## src/rtl/rriot_pkg.sv

```systemverilog
// Shared constants for the RRIOT core: register address map and ECR bit positions.
// Used by the parallel I/O stage and the interval timer.
package rriot_pkg;

    localparam logic [2:0] ADDR_ORA  = 3'b000;
    localparam logic [2:0] ADDR_DDRA = 3'b001;
    localparam logic [2:0] ADDR_ORB  = 3'b010;
    localparam logic [2:0] ADDR_DDRB = 3'b011;
    localparam logic [2:0] ADDR_ECR  = 3'b100;
    localparam logic [2:0] ADDR_IFR  = 3'b101;

    localparam int ECR_POL = 0;  // 1 = rising edge on PA7
    localparam int ECR_IE  = 1;  // PA7 interrupt enable

endpackage

```

## src/rtl/rriot_io_sync.sv

```systemverilog
// Multi-flop synchroniser for asynchronous pin inputs.
// The output is the input as sampled STAGES clock edges earlier.
module io_sync #(
    parameter int WIDTH  = 8,
    parameter int STAGES = 2
) (
    input  logic             clk,
    input  logic             rst,
    input  logic [WIDTH-1:0] i_d,
    output logic [WIDTH-1:0] o_q
);

    logic [WIDTH-1:0] r_stage [STAGES];

    always_ff @(posedge clk or posedge rst) begin
        if (rst) begin
            for (int i = 0; i < STAGES; i++) begin
                r_stage[i] <= '0;
            end
        end else begin
            r_stage[0] <= i_d;
            for (int i = 1; i < STAGES; i++) begin
                r_stage[i] <= r_stage[i-1];
            end
        end
    end

    assign o_q = r_stage[STAGES-1];

endmodule

```

## src/rtl/rriot_io.sv

```systemverilog
// RRIOT parallel I/O stage: ports A/B with direction registers, PA7 edge interrupt,
// and merge of the timer IRQ, optionally driven open-drain onto PB7.
module rriot_io
    import rriot_pkg::*;
#(
    parameter int PB7_IRQ     = 1,
    parameter int SYNC_STAGES = 2
) (
    input  logic       clk,
    input  logic       rst,
    input  logic       cs,
    input  logic       we_n,
    input  logic [2:0] A,
    input  logic [7:0] DI,
    output logic [7:0] DO,
    output logic       OE,
    input  logic [7:0] pa_in,
    input  logic [7:0] pb_in,
    output logic [7:0] pa_out,
    output logic [7:0] pb_out,
    output logic [7:0] pa_oe,
    output logic [7:0] pb_oe,
    input  logic       timer_irq_n,
    output logic       irq_n
);

    // Bus access: a transfer occurs on every posedge where cs=1; there is no
    // ready, so back-to-back accesses never stall. Read data is valid (OE=1)
    // for exactly the one cycle following the sampling edge.

    logic [7:0] r_ora, r_ddra, r_orb, r_ddrb;
    logic [1:0] r_ecr;
    logic       r_pa7_prev, r_pa7_flag, r_irq_n, r_oe;
    logic [7:0] r_do;

    logic [7:0] w_pa_sync, w_pb_sync;
    logic [7:0] w_rd_data;
    logic       w_wr, w_rd, w_flag_set, w_flag_clr, w_pb7_irq, w_irq_n_next;

    io_sync #(.WIDTH(8), .STAGES(SYNC_STAGES)) u_sync_a (
        .clk (clk),
        .rst (rst),
        .i_d (pa_in),
        .o_q (w_pa_sync)
    );

    io_sync #(.WIDTH(8), .STAGES(SYNC_STAGES)) u_sync_b (
        .clk (clk),
        .rst (rst),
        .i_d (pb_in),
        .o_q (w_pb_sync)
    );

    assign w_wr = cs & ~we_n;
    assign w_rd = cs & we_n;

    always_comb begin
        w_rd_data = 8'h00;
        case (A)
            ADDR_ORA:  w_rd_data = (r_ddra & r_ora) | (~r_ddra & w_pa_sync);
            ADDR_DDRA: w_rd_data = r_ddra;
            ADDR_ORB:  w_rd_data = (r_ddrb & r_orb) | (~r_ddrb & w_pb_sync);
            ADDR_DDRB: w_rd_data = r_ddrb;
            ADDR_ECR:  w_rd_data = {6'd0, r_ecr};
            ADDR_IFR:  w_rd_data = {~timer_irq_n, r_pa7_flag, 6'd0};
            default:   w_rd_data = 8'h00;
        endcase
    end

    // Only true level changes of the synchronised pin count, so a polarity
    // write alone can never raise the flag.
    assign w_flag_set = r_ecr[ECR_POL] ? ( w_pa_sync[7] & ~r_pa7_prev)
                                       : (~w_pa_sync[7] &  r_pa7_prev);
    assign w_flag_clr = w_rd && (A == ADDR_IFR);
    assign w_irq_n_next = ~((r_pa7_flag & r_ecr[ECR_IE]) | ~timer_irq_n);

    always_ff @(posedge clk or posedge rst) begin
        if (rst) begin
            r_ora      <= 8'h00;
            r_ddra     <= 8'h00;
            r_orb      <= 8'h00;
            r_ddrb     <= 8'h00;
            r_ecr      <= 2'b00;
            r_pa7_prev <= 1'b0;
            r_pa7_flag <= 1'b0;
            r_irq_n    <= 1'b1;
            r_oe       <= 1'b0;
            r_do       <= 8'h00;
        end else begin
            if (w_wr) begin
                case (A)
                    ADDR_ORA:  r_ora  <= DI;
                    ADDR_DDRA: r_ddra <= DI;
                    ADDR_ORB:  r_orb  <= DI;
                    ADDR_DDRB: r_ddrb <= DI;
                    ADDR_ECR:  r_ecr  <= DI[1:0];
                    default:   ;
                endcase
            end
            r_oe <= w_rd;
            if (w_rd) begin
                r_do <= w_rd_data;
            end
            // Set has priority over a same-cycle clear.
            r_pa7_flag <= w_flag_set | (r_pa7_flag & ~w_flag_clr);
            r_pa7_prev <= w_pa_sync[7];
            r_irq_n    <= w_irq_n_next;
        end
    end

    assign w_pb7_irq = (PB7_IRQ != 0) && !r_ddrb[7];

    assign DO     = r_do;
    assign OE     = r_oe;
    assign irq_n  = r_irq_n;
    assign pa_out = r_ora;
    assign pa_oe  = r_ddra;
    assign pb_out = w_pb7_irq ? {1'b0, r_orb[6:0]} : r_orb;
    assign pb_oe  = w_pb7_irq ? {~r_irq_n, r_ddrb[6:0]} : r_ddrb;

endmodule
```

## config.mk

```make
export PLATFORM = sky130hd
export DESIGN_NAME = rriot_io
export DESIGN_NICKNAME = d
export VERILOG_FILES = /design/src/rtl/rriot_pkg.sv /design/src/rtl/rriot_io_sync.sv /design/src/rtl/rriot_io.sv
export SDC_FILE = /design/constraint.sdc
export NUM_CORES = 1
export LEC_CHECK = 0
export ABC_AREA = 1
export CORE_UTILIZATION = 32
export DETAILED_ROUTE_END_ITERATION = 12
export DONT_BUFFER_PORTS = 1
export SETUP_SLACK_MARGIN = 0.05
export SYNTH_ARGS = -nofsm -noshare
export SYNTH_HDL_FRONTEND = slang
export SYNTH_HIERARCHICAL = 1
export SYNTH_SLANG_ARGS = --single-unit
```

## constraint.sdc

```tcl
create_clock -name clk -period 1.9 [get_ports clk]
set_clock_uncertainty 0.1 [all_clocks]
set_input_delay 0.19 -clock clk [delete_from_list [all_inputs] [get_ports clk]]
set_output_delay 0.19 -clock clk [all_outputs]
set_load 0.1 [all_outputs]
```

==> metrics.yaml <==
layout:
  diodes: 0
  multi_input_area_um2: 980.9
  nFillCells: 1042
  fin_area_um2: 4070
  regArea_um2: 1953
  final_util_pct: 39.60
  layout.nets: 430
  syn2layout_area_growth_pct: 20.53
  finalNonFillerCells: 538
  drive_gt1_share_pct: 19.65
setup_path:
  cp-start-kind: "flip-flop"
  required_ns: 1.61
  path_class: "flip-flop to primary output"
  cp.arrival_ns: 1.18
  cp-end-kind: "primary output"
  worstPathMaxFanout: 4
power_and_ir_drop:
  clock_power_share_pct: 25.6
  leakage_nw: 2.084
  intPower_w: 0.003062
  swShare_pct: 43.32
  power_frac_comb_pct: 36.2
  ir_drop_mv: 0.6617
  switchingPower_w: 0.002340
  p_per_area_nw_per_um2: 1327
  pwr-share-seq_pct: 38.2
synth:
  mappedNetlistArea_um2: 3377
  synth-seq-area-share_pct: 57.84
  synth_cell_type_count: 23
  synthesis.nets: 389
  yosys_register_bits: 78
  avgSynthCellArea_um2: 9.459
  synth_cells: 357
  yosys_warnings: 6
global_route:
  busiest_layer: "met2"
  antenna_found_initial: 0
  grt_pass1_wl_um: 12410
  grtUsageMet3_pct: 5.240
  track_usage_pct: 14.94
  met1_usage_pct: 18.81
  grt_max_degree: 25
  grtUsageMet2_pct: 24.12
  overflow: 0
  grt_pass1_vias: 2442
clock_tree:
  clock-sinks: 78
  clk_latency_ns: 0.35
  h-tree-depth: 3
  clock_path_buffers: 2
  cts-root-buf: "clkbuf_8"
  cts_tree: "done"
  clk_pin_slew_ns: 0.07
  cts-buffers-inserted: 9
sta:
  period_needed_ns: 1.471
  max_slew_margin_pct: 58.20
  finalSetupViolations: 0
  slew_violations: 0
  clock.fmax_ghz: 0.6797
  tns_ns: 0
  hold_viol_final: 0
  whs_ns: 0.01305
  rsz0062_at_grt: "no"
  tightest_slew_ns: 0.6263
  finalCritPeriodShare_pct: 77.44
die:
  fp-row-count: 37
  die_h_um: 104.7
  start_util_pct: 32.86
  die_w_um: 104.7
  core_area_um2: 10280
  fp.dieArea_um2: 10970
  ios: 74
min_path:
  worstHoldPathType: "input pin to flip-flop"
routing:
  finalWirelength_um: 7588
  antenna_left: 0
  remaining_drc_errors: 0
  dr.pass1.iters: 4
  vias_per_cell: 4.554
  vias: 2450
  first_iter_violations: 117
  wire_per_inst_um: 14.10
place:
  hpwl_um: 5665
  dp.cells: 496
  dpl_cell_area_um2: 3578
  gp_congestion: 0.8586
  port_buffers: 0
outcome:
  status: "complete, no violations"
run:
  cap_violations: 0
==> power by group through the flow <==
stage | Sequential, W | Combinational, W | Clock [W]
after floorplan | 0.00278 | 0.000942 | 0
after global placement | 0.00209 | 0.00191 | 0
after detailed placement | 0.00210 | 0.00193 | 0
after CTS | 0.00206 | 0.00197 | 0.00141
after global routing | 0.00210 | 0.00204 | 0.00149
final | 0.00206 | 0.00196 | 0.00138
==> stage by stage <==
step	total power, W	setup slack, ns
final	0.005401	0.4287
after global routing	0.005626	0.3370
after CTS	0.005447	0.3970
after detailed placement	0.004021	0.5268
after global placement	0.003999	0.6666
after floorplan	0.003719	0.09270
==> flip-flops by register name, indices dropped and copies added (netlist names) <==
signal            count
pa_out                8
r_ddrb                8
r_pa7_flag            1
irq_n                 1
r_ecr                 2
r_pa7_prev            1
u_sync_b/r_stage      8
r_orb                 8
OE                    1
u_sync_a/r_stage      8
pa_oe                 8
DO                    8
u_sync_b/o_q          8
u_sync_a/o_q          8
==> cells in the final DEF, fill, tap and decap left out, drive strengths merged, types with 3 or more instances in the layout <==
cell and n:
buf 44, clkbuf 11, dfrtp 77, dlygate4sd3 27, inv 35, nand2 120, nand3 7, nand4 13
nor2 5, o21ai 50, o21bai 3
==> worst max-delay path, cell delays in order (launching register included) <==
cell and delay [ns]:
dfrtp_1 0.39, nand2_1 0.09, inv_1 0.07, buf_4 0.28
==> per-layer routing <==
layer	wire [um]	up-vias
met1	3291	1179
li1	-	1179
met3	537	12
met5	0	-
met4	111	0
met2	3648	80
==> Yosys cell counts, drive strengths merged <==
master  count  area, um^2
a21oi       2       10.01
buf        39       304.0
clkbuf      2       7.510
dfrtp      77        1927
dfstp       1       26.28
inv        35       131.4
nand2     120       470.5
nand3       7       35.03
nand4      13       87.58
nor2        5       33.78
nor3        2       32.53
o21ai      50       280.3
o21bai      3       22.52
o221ai      1       8.760
==> kinds of logic (layout without fill, tap and decap cells) <==
group | after synthesis | count (layout) | synth area share [%]
and+or+nand+nor | 147 | 147 | 19.53
DFF | 78 | 78 | 57.84
buffers and inverters | 76 | 121 | 13.12
AOI/OAI and AO/OA | 56 | 56 | 9.522
==> what timing repair did <==
action / in CTS / in global routing
buffers inserted: 0 / 0
hold endpoints to repair: 84 / 1
hold buffers: 26 / 1
resized for setup: 0 / 0
==> final cells by class <==
class                      instances  share of cell area [%]
multi-input combinational        203                   24.10
sequential                        78                   47.99
clock inverter                     4                   1.721
timing repair buffer              71                   15.06
clock buffer                      11                   3.720
inverter                          35                   3.228
tap                              136                   4.181
==> final timing paths <==
check | from | slack, ns | to | depth (start not counted)
setup / recovery | r_ddrb[7] | 0.43 | pb_out[7] | 3
hold / removal | cs | 0.01 | DO[7] | 3
setup reg to reg | pa_oe[1] | 0.71 | DO[1] | 6
hold reg to reg | u_sync_a/r_stage[10] | 0.25 | u_sync_a/o_q[2] | 0
max in group asynchronous | rst | 0.81 | irq_n | 3
min in group asynchronous | rst | 0.29 | pa_oe[3] | 2
No activity file was read; power rests on OpenSTA's default activity.
